## src/rtl/keypad_encoder_fifo.sv

```systemverilog
// Keypad front end: sync + debounce a one-hot key bank, encode to a digit, queue it in a FIFO.
// Latency: a press is pushed 2+DEBOUNCE edges after the key edge; the head shows on D one edge after the push.
// Backpressure: valid/ready on the FIFO head; a push into a full FIFO with no pop is dropped and flags ovf.

module kef_fifo #(
  parameter int W     = 4,
  parameter int DEPTH = 4
) (
  input  logic                     clk,
  input  logic                     rstn,
  input  logic                     push_vld,
  input  logic [W-1:0]             push_dat,
  output logic                     push_rdy,
  output logic                     pop_vld,
  output logic [W-1:0]             pop_dat,
  input  logic                     pop_rdy,
  output logic [$clog2(DEPTH):0]   level
);

  localparam int AW = $clog2(DEPTH);
  localparam logic [AW:0] PTR_ONE = (AW+1)'(1);

  logic [W-1:0] mem [DEPTH];
  logic [AW:0]  wr_ptr;
  logic [AW:0]  rd_ptr;
  logic [AW:0]  rd_ptr_nxt;
  logic         full;
  logic         pop_fire;
  logic         push_fire;
  logic         head_vld;

  assign full       = (wr_ptr ^ rd_ptr) == {1'b1, {AW{1'b0}}};
  assign pop_fire   = pop_vld && pop_rdy;
  assign push_rdy   = !full || pop_fire;
  assign push_fire  = push_vld && push_rdy;
  assign rd_ptr_nxt = pop_fire ? rd_ptr + PTR_ONE : rd_ptr;
  assign level      = wr_ptr - rd_ptr;

  // Head is judged against the pre-push write pointer, so a fresh entry never bypasses to D.
  assign head_vld = (wr_ptr != rd_ptr_nxt);

  always_ff @(posedge clk or negedge rstn) begin
    if (!rstn) begin
      wr_ptr  <= '0;
      rd_ptr  <= '0;
      pop_vld <= 1'b0;
      pop_dat <= '0;
    end else begin
      if (push_fire) begin
        wr_ptr <= wr_ptr + PTR_ONE;
      end
      rd_ptr  <= rd_ptr_nxt;
      pop_vld <= head_vld;
      pop_dat <= head_vld ? mem[rd_ptr_nxt[AW-1:0]] : '0;
    end
  end

  always_ff @(posedge clk) begin
    if (push_fire) begin
      mem[wr_ptr[AW-1:0]] <= push_dat;
    end
  end

endmodule

// Keypad encoder top: synchroniser, press/release debounce FSM, digit FIFO, status flags.
// Latency: loadn is low the cycle after edge E(1+DEBOUNCE) counted from the key capture edge E0.
// Backpressure: consumer pops with ready; overflowing digits are dropped and latched in sticky ovf.

module keypad_encoder_fifo #(
  parameter int NKEYS    = 10,
  parameter int DW       = 4,
  parameter int DEBOUNCE = 4,
  parameter int DEPTH    = 4
) (
  input  logic                     clk,
  input  logic                     rstn,
  input  logic                     enbn,
  input  logic [NKEYS-1:0]         key,
  output logic [DW-1:0]            D,
  output logic                     valid,
  input  logic                     ready,
  output logic                     loadn,
  output logic                     pgt,
  output logic                     multi,
  output logic                     ovf,
  output logic [$clog2(DEPTH):0]   level
);

  typedef enum logic [1:0] {
    ST_IDLE,
    ST_DEBOUNCE,
    ST_HELD,
    ST_RELEASE
  } state_t;

  localparam logic [NKEYS-1:0] KEY_ONE = NKEYS'(1);
  localparam logic [7:0]       DEB_CNT = 8'(DEBOUNCE);
  localparam logic [7:0]       CNT_ONE = 8'd1;

  state_t           state;
  state_t           state_nxt;
  logic [NKEYS-1:0] key_s1;
  logic [NKEYS-1:0] key_s;
  logic [NKEYS-1:0] pat;
  logic [NKEYS-1:0] pat_nxt;
  logic [DW-1:0]    idx;
  logic [DW-1:0]    idx_nxt;
  logic [DW-1:0]    key_idx;
  logic [7:0]       cnt;
  logic [7:0]       cnt_nxt;
  logic [7:0]       cnt_inc;
  logic             any_key;
  logic             one_hot;
  logic             multi_nxt;
  logic             push_vld;
  logic             push_rdy;
  logic [DW-1:0]    push_dat;

  always_ff @(posedge clk or negedge rstn) begin
    if (!rstn) begin
      key_s1 <= '0;
      key_s  <= '0;
    end else begin
      key_s1 <= key;
      key_s  <= key_s1;
    end
  end

  assign any_key   = |key_s;
  assign multi_nxt = (key_s & (key_s - KEY_ONE)) != '0;
  assign one_hot   = any_key && !multi_nxt;
  assign cnt_inc   = cnt + CNT_ONE;

  always_comb begin
    key_idx = '0;
    for (int i = 0; i < NKEYS; i++) begin
      if (key_s[i]) begin
        key_idx = DW'(i);
      end
    end
  end

  always_ff @(posedge clk or negedge rstn) begin
    if (!rstn) begin
      state <= ST_IDLE;
      pat   <= '0;
      idx   <= '0;
      cnt   <= '0;
    end else begin
      state <= state_nxt;
      pat   <= pat_nxt;
      idx   <= idx_nxt;
      cnt   <= cnt_nxt;
    end
  end

  always_comb begin
    state_nxt = state;
    pat_nxt   = pat;
    idx_nxt   = idx;
    cnt_nxt   = cnt;
    if (enbn) begin
      state_nxt = ST_IDLE;
    end else begin
      case (state)
        ST_IDLE: begin
          if (one_hot) begin
            pat_nxt   = key_s;
            idx_nxt   = key_idx;
            cnt_nxt   = CNT_ONE;
            state_nxt = (DEBOUNCE == 1) ? ST_HELD : ST_DEBOUNCE;
          end
        end
        ST_DEBOUNCE: begin
          if (key_s == pat) begin
            cnt_nxt = cnt_inc;
            if (cnt_inc == DEB_CNT) begin
              state_nxt = ST_HELD;
            end
          end else begin
            state_nxt = ST_IDLE;
          end
        end
        ST_HELD: begin
          // Extra or different keys while held are ignored; only all-released counts.
          if (!any_key) begin
            cnt_nxt   = CNT_ONE;
            state_nxt = (DEBOUNCE == 1) ? ST_IDLE : ST_RELEASE;
          end
        end
        ST_RELEASE: begin
          if (any_key) begin
            state_nxt = ST_HELD;
          end else begin
            cnt_nxt = cnt_inc;
            if (cnt_inc == DEB_CNT) begin
              state_nxt = ST_IDLE;
            end
          end
        end
        default: state_nxt = ST_IDLE;
      endcase
    end
  end

  always_comb begin
    pgt      = (state == ST_HELD) || (state == ST_RELEASE);
    push_vld = 1'b0;
    push_dat = idx;
    if (!enbn) begin
      if (state == ST_IDLE && DEBOUNCE == 1 && one_hot) begin
        push_vld = 1'b1;
        push_dat = key_idx;
      end else if (state == ST_DEBOUNCE && key_s == pat && cnt_inc == DEB_CNT) begin
        push_vld = 1'b1;
      end
    end
  end

  always_ff @(posedge clk or negedge rstn) begin
    if (!rstn) begin
      loadn <= 1'b1;
      ovf   <= 1'b0;
      multi <= 1'b0;
    end else begin
      loadn <= !(push_vld && push_rdy);
      ovf   <= ovf || (push_vld && !push_rdy);
      multi <= multi_nxt;
    end
  end

  kef_fifo #(
    .W     (DW),
    .DEPTH (DEPTH)
  ) u_fifo (
    .clk      (clk),
    .rstn     (rstn),
    .push_vld (push_vld),
    .push_dat (push_dat),
    .push_rdy (push_rdy),
    .pop_vld  (valid),
    .pop_dat  (D),
    .pop_rdy  (ready),
    .level    (level)
  );

endmodule

```

## config.mk

```make
export PLATFORM = sky130hd
export DESIGN_NAME = keypad_encoder_fifo
export DESIGN_NICKNAME = d
export VERILOG_FILES = /design/src/rtl/keypad_encoder_fifo.sv
export SDC_FILE = /design/constraint.sdc
export NUM_CORES = 1
export LEC_CHECK = 0
export BUFFER_PORTS_ARGS = -buffer_cell sky130_fd_sc_hd__buf_2
export CAP_MARGIN = 20
export CORE_MARGIN = 4
export CORE_UTILIZATION = 59
export CTS_CLUSTER_SIZE = 25
export DETAILED_ROUTE_END_ITERATION = 10
export GPL_TIMING_DRIVEN = 0
export PLACE_DENSITY = 0.84
export SLEW_MARGIN = 20
export SYNTH_ARGS = -nofsm -noshare
export SYNTH_HDL_FRONTEND = slang
export SYNTH_SLANG_ARGS = --single-unit
```

## constraint.sdc

```tcl
create_clock -name clk -period 3.4 [get_ports clk]
set_input_delay 0.34 -clock clk [delete_from_list [all_inputs] [get_ports clk]]
set_output_delay 0.34 -clock clk [all_outputs]
set_load 0.005 [all_outputs]
```

After elaboration in Yosys (flattened, before gate mapping)
Memories as Yosys holds them, arrays and structs flattened.
Index checks and enable logic that the tools add are counted.
W data, S select, Z words.
{ "word_totals": {"reg_bits": 58, "ram_bits": 16, "inputBits": 14, "out_inout_bits": 12, "wordCells": 84, "memories": 1} }
{ "mem_list": {"columns": ["name", "words", "word_bits", "read_ports", "rd_clocked_by_memory_dff", "wr", "line_no", "text"], "rows": [
  ["u_fifo.mem", 4, 4, 1, 0, 1, "23", "logic [W-1:0] mem [DEPTH];"]
]} }
{ "op_classes": {"addsub": 5, "n_eq_ne": 15, "muxes": 28, "bitwise_logic": 3, "n_reduce_logical": 19} }
{ "ops": {"columns": ["operator", "count"], "rows": [
  ["$mux W4", 9],
  ["$mux W8", 4],
  ["$pmux W8 S4", 1],
  ["$mux W2", 7],
  ["$and A10 B10 Y10", 1],
  ["$eq A10 B10 Y1", 1],
  ["$reduce_bool A10 Y1", 1],
  ["$reduce_or A10 Y1", 1],
  ["$sub A10 B1 Y10 const B", 1],
  ["$add A8 B1 Y8 const B", 1],
  ["$eq A8 B3 Y1 const B", 1],
  ["$ne A2 B2 Y1 const B", 4],
  ["$ne A4 B4 Y1 const B", 2],
  ["$pmux W2 S4", 1],
  ["$add A3 B1 Y3 const B", 2],
  ["$logic_and A1 B1 Y1", 6],
  ["$ne A3 B3 Y1 const B", 2],
  ["$mux W1", 5],
  ["$reduce_and A5 Y1", 1],
  ["$eq A2 B2 Y1 const B", 2],
  ["$logic_not A1 Y1", 4],
  ["$reduce_and A4 Y1", 1],
  ["$eq A3 B3 Y1 const B", 1],
  ["$logic_or A1 B1 Y1", 3],
  ["8 further kinds", 8]
]} }

Longest topological paths before layout
{ "depth": {"word_depth": 9, "ltp_mapped": 9, "depth_no_buf": 6} }

Modules after synthesis
Synthesis repeated with hierarchy kept, for this count alone.
{ "hier_totals": {"hier_cells": 266, "area_unflattened_um2": 3509.6} }
{ "by_module_without_submodules": {"columns": ["module", "instances", "cells_per_inst", "area_per_inst_um2", "seq_area_each_um2"], "rows": [
  ["keypad_encoder_fifo", 1, 166, 2097.0, 1177.4],
  ["kef_fifo", 1, 100, 1412.6, 755.7]
]} }

Least setup slack after synthesis
Ideal clock, no wire load.
{ "synth_path": {"path_kind": "register to register", "start": "register key_s[3]", "end": "register idx[3]", "setup_time_ns": 0.125, "t_arrival_ns": 2.746, "t_required_ns": 3.275, "setup_slack_ns": 0.529, "stages_incl_launch_ff": 10, "n_path_buf": 3, "period_less_slack_ns": 2.871, "cell_sequence": "dfrtp_1 -> buf_6 -> or4_4 -> a2111oi_4 -> o21ai_1 -> or2_1 -> or4_1 -> buf_6 -> buf_12 -> mux2_4"} }
{ "synth_between": {"word_cells_on_any_way": 14, "classes_between": "add/sub (1); mux (7); bitwise (1); reduce/logical (5)"} }
{ "synth_rtl": {"columns": ["element", "line_no", "text"], "rows": [
  ["start: declaration", "104", "logic [NKEYS-1:0] key_s;"],
  ["start signal: assignment", "126", "key_s <= key_s1;"],
  ["$sub A10 B1 Y10", "131", "assign multi_nxt = (key_s & (key_s - KEY_ONE)) != '0;"],
  ["$and A10 B10 Y10 (*)", "131", null],
  ["$reduce_bool A10 Y1 (*)", "131", null],
  ["net multi_nxt", "115", "logic multi_nxt;"],
  ["$logic_not A1 Y1 (*)", "132", "assign one_hot = any_key && !multi_nxt;"],
  ["$logic_and A1 B1 Y1 (*)", "132", null],
  ["$reduce_and A3 Y1 (no source line) (*)", null, null],
  ["end signal: assignment", "153", "idx <= idx_nxt;"],
  ["end: declaration", "107", "logic [DW-1:0] idx;"]
]} }
The timed path passes the listed nets; every way through them passes the cells marked *.
A chain may end at the register's enable or synchronous reset.

Worst setup path after layout
{ "layout_path": {"start": "register key_s[2]", "end": "register pat[9]"} }
{ "layout_between": {"elab_chain_cells": 6, "word_cells_on_any_way": 7, "classes_between": "add/sub (1); bitwise (1); reduce/logical (5)"} }
{ "layout_rtl": {"columns": ["element", "line_no", "text"], "rows": [
  ["$sub A10 B1 Y10", "131", null],
  ["$and A10 B10 Y10 (*)", "131", null],
  ["$reduce_bool A10 Y1 (*)", "131", null],
  ["net multi_nxt", "115", null],
  ["$logic_not A1 Y1 (*)", "132", null],
  ["$logic_and A1 B1 Y1 (*)", "132", null],
  ["$reduce_and A3 Y1 (no source line) (*)", null, null],
  ["end signal: assignment", "152", "pat <= pat_nxt;"],
  ["end: declaration", "105", "logic [NKEYS-1:0] pat;"]
]} }
Marks and branches as above.

==> summary.txt <==
Largest net degree at the start of global routing - 59
RSZ-0062 raised after global routing - false
Synth Instances - 252
R2R cell count - 8
Worst hold path type - primary input to asynchronous set/reset pin
Synth Area in Compound Gates - 0.0903
CP Max Fanout - 10
Mapped Area - 3340 um2
Setup Buffers After CTS - 0
Htree depth - 3
Worst vdd ir - 0.340 mV
Synth Area in Simple Gates - 0.109
Initial DRC count - 129
Num Clock Sinks - 74
Yosys Warn Count - 0
Total of max-cap violations - 0
Final hold violation count - 0
Via/cell ratio - 5.68
Req. time, crit path - 3620 ps
Synth top cells by count - dfrtp_1 (57), edfxtp_1 (16), inv_1 (16), xor2_1 (16)
Ports - 26
Vias - 2073
P&R area growth vs syn - 12.9%
Post-Synth Adder-Cell Area - 0.0390
Die height - 83.2 um
Clock transition at path regs - 80 ps
Sequential share of the synthesized area - 0.579
CTS Root Buffer Type - clkbuf_8
Setup Skew - 13.2 ps
Highest attainable clock frequency - 328 MHz
Async set-reset flop share out of synthesis - 0.784
Total CTS buffers - 9
Fin crit share - 0.898
DRC errors left - 0
# setup viols final - 0
R2r endpoint - pat[9]
Maximum root-to-sink buffer count - 2
Synth Net Count - 275
Initial core utilization - 0.606
HPWL after detailed placement - 4.02 mm
R2r setup slk - 350 ps
Std-Cell Rows - 27
Diodes inserted - 0
Mapped Avg Cell Area - 13.2 um2
Final #Nets - 311
Top cell type's share of synthesized area - 0.427
Core ar. - 5510 um2
Run status - finished, final reports clean
Critical path class - register to register
Worst r2r src - key_s[2]
Fin crit period - 3050 ps
Slew Viols, Final - 0
Share of cells above drive strength 1 - 0.242
CTS tree - yes
Clk_lat worst skew - 340 ps
GR Util All Layers - 0.185
Worst Setup End Kind - register
Synth cell types - 56
TritonRoute pass-1 iters - 7
Leading area contributor after synthesis - dfrtp_1
Initial antenna violation count - 0
Least-Margin Pin Slew - 700 ps
Combinational family with the most area after synthesis - simple AND/OR/NAND/NOR gates
Ys flop type - dfrtp_1
DRT antenna net count - 0
Vias in the first global route - 2082
Number of synthesized flops with an enable pin - 16
Post-Synth XOR/XNOR Area - 0.0499
Mean routed wirelength per cell - 15.9 um
Grt total ovfl - 0
Die W - 83.2 um
DP Worst Slack - 376 ps
Port Buffer Count - 25
P_leak - 1.69 nW
Synth top area cells - dfrtp_1 (43%), edfxtp_1 (14%), mux2_4 (4.5%)
GP Congestion - 0.912
Die area - 6930 um2
Most common cell in the netlist - dfrtp_1
Arrival @ worst endpoint - 3270 ps
Critical Path Start Type - register
WL final - 5.80 mm
Final TNS setup - 0 ps
Multiplexer area fraction after synthesis - 0.0918
Slew margin rel. - 0.534
PD cells - 567 nW/um2
First-pass GRT wire length - 9.99 mm
CTS Hold Bufs - 0
Final worst slack - 347 ps
Seq cells post-synth - 74
CTS resizes - 0
[state kept, by name (all words and copies together) (netlist names)]
| register | cells |
|---|---|
| pat | 10 |
| u_fifo.mem | 16 |
| key_s1 | 10 |
| u_fifo.pop_dat | 4 |
| u_fifo.pop_vld | 1 |
| u_fifo.rd_ptr | 3 |
| loadn | 1 |
| cnt | 8 |
| multi | 1 |
| key_s | 10 |
| idx | 4 |
| u_fifo.wr_ptr | 3 |
| ovf | 1 |
| state | 2 |
[per-stage QoR]
step	cells	power (mW)	hold slack, ps	instance area (um2)	util
5_1_grt	365	2.26	77.3	3770	0.685
2_1_floorplan	252	1.34	44.4	3340	-
3_3_place_gp	349	1.44	331	3550	0.645
6_report	365	2.14	34.1	3770	0.685
4_1_cts	365	2.17	55.5	3770	0.685
3_5_place_dp	349	1.46	337	3560	0.647
[area by class of cell]
class                   instances  area (um2)
plain buffers                  11        77.6
clock buffers                  14         173
clock inverters                 2        35.0
fillers                       398        1740
inverters                      16        60.1
multi-input cells             151        1270
flip-flops and latches         74        1930
well taps                      72        90.1
repair buffers                 25         128
[report_power, final]
group / switching (mW) / internal (mW) / total (mW)
logic: 0.189 / 0.207 / 0.396
clock network: 0.302 / 0.399 / 0.701
registers: 0.0557 / 0.986 / 1.04
total: 0.546 / 1.59 / 2.14
[worst max path at each step]
stage                     startpoint               end
after floorplan             key_s[3]            idx[3]
after detailed placement    key_s[2]            pat[9]
after CTS                   key_s[2]            pat[9]
after global placement      key_s[4]  u_fifo.mem[3][2]
after global routing        key_s[1]            pat[2]
final                       key_s[2]            pat[9]
[kinds of logic after synthesis]
logic type	Yosys count
compound gates	40
xor+xnor	19
simple gates	62
buf+inv	27
flops	74
fa+ha+maj	10
mux	20
[routing by layer]
| layer | global-route usage | up-vias | part of all wire |
|---|---|---|---|
| met5 | 0 | - | 0 |
| met4 | 0.0669 | 0 | 0.015 |
| met3 | 0.0565 | 12 | 0.046 |
| met2 | 0.318 | 52 | 0.52 |
| met1 | 0.218 | 1027 | 0.41 |
| li1 | - | 982 | - |
[worst max-delay path, cell delays in order (launching register included)]
cell and delay, ps:
dfrtp_1 460, or4_4 610, a2111oi_4 360, o21ai_1 110, or2_1 240, or4_1 540
buf_6 160, buf_12 140, mux2_4 300
[placed cells by master, fill, tap and decap left out, types with 3 or more instances in the layout]
| master | Yosys | layout |
|---|---|---|
| clkbuf_8 | 0 | 12 |
| edfxtp_1 | 16 | 16 |
| and3_1 | 3 | 3 |
| nor2_1 | 5 | 5 |
| nand3_1 | 8 | 8 |
| or2_2 | 3 | 3 |
| mux2_4 | 10 | 10 |
| inv_1 | 16 | 16 |
| o21ai_0 | 9 | 9 |
| xnor2_1 | 3 | 3 |
| mux4_2 | 4 | 4 |
| a22o_1 | 5 | 5 |
| mux2_2 | 5 | 5 |
| nor2b_1 | 5 | 5 |
| nand2_1 | 10 | 10 |
| buf_2 | 0 | 24 |
| nor4_1 | 5 | 5 |
| a21oi_1 | 7 | 7 |
| ha_1 | 8 | 8 |
| clkbuf_1 | 6 | 8 |
| dfrtp_1 | 57 | 57 |
| xor2_1 | 16 | 16 |
| or3_1 | 4 | 4 |
| or4_1 | 4 | 4 |
| and2_1 | 4 | 4 |
Power figures use the tool's default switching activity.
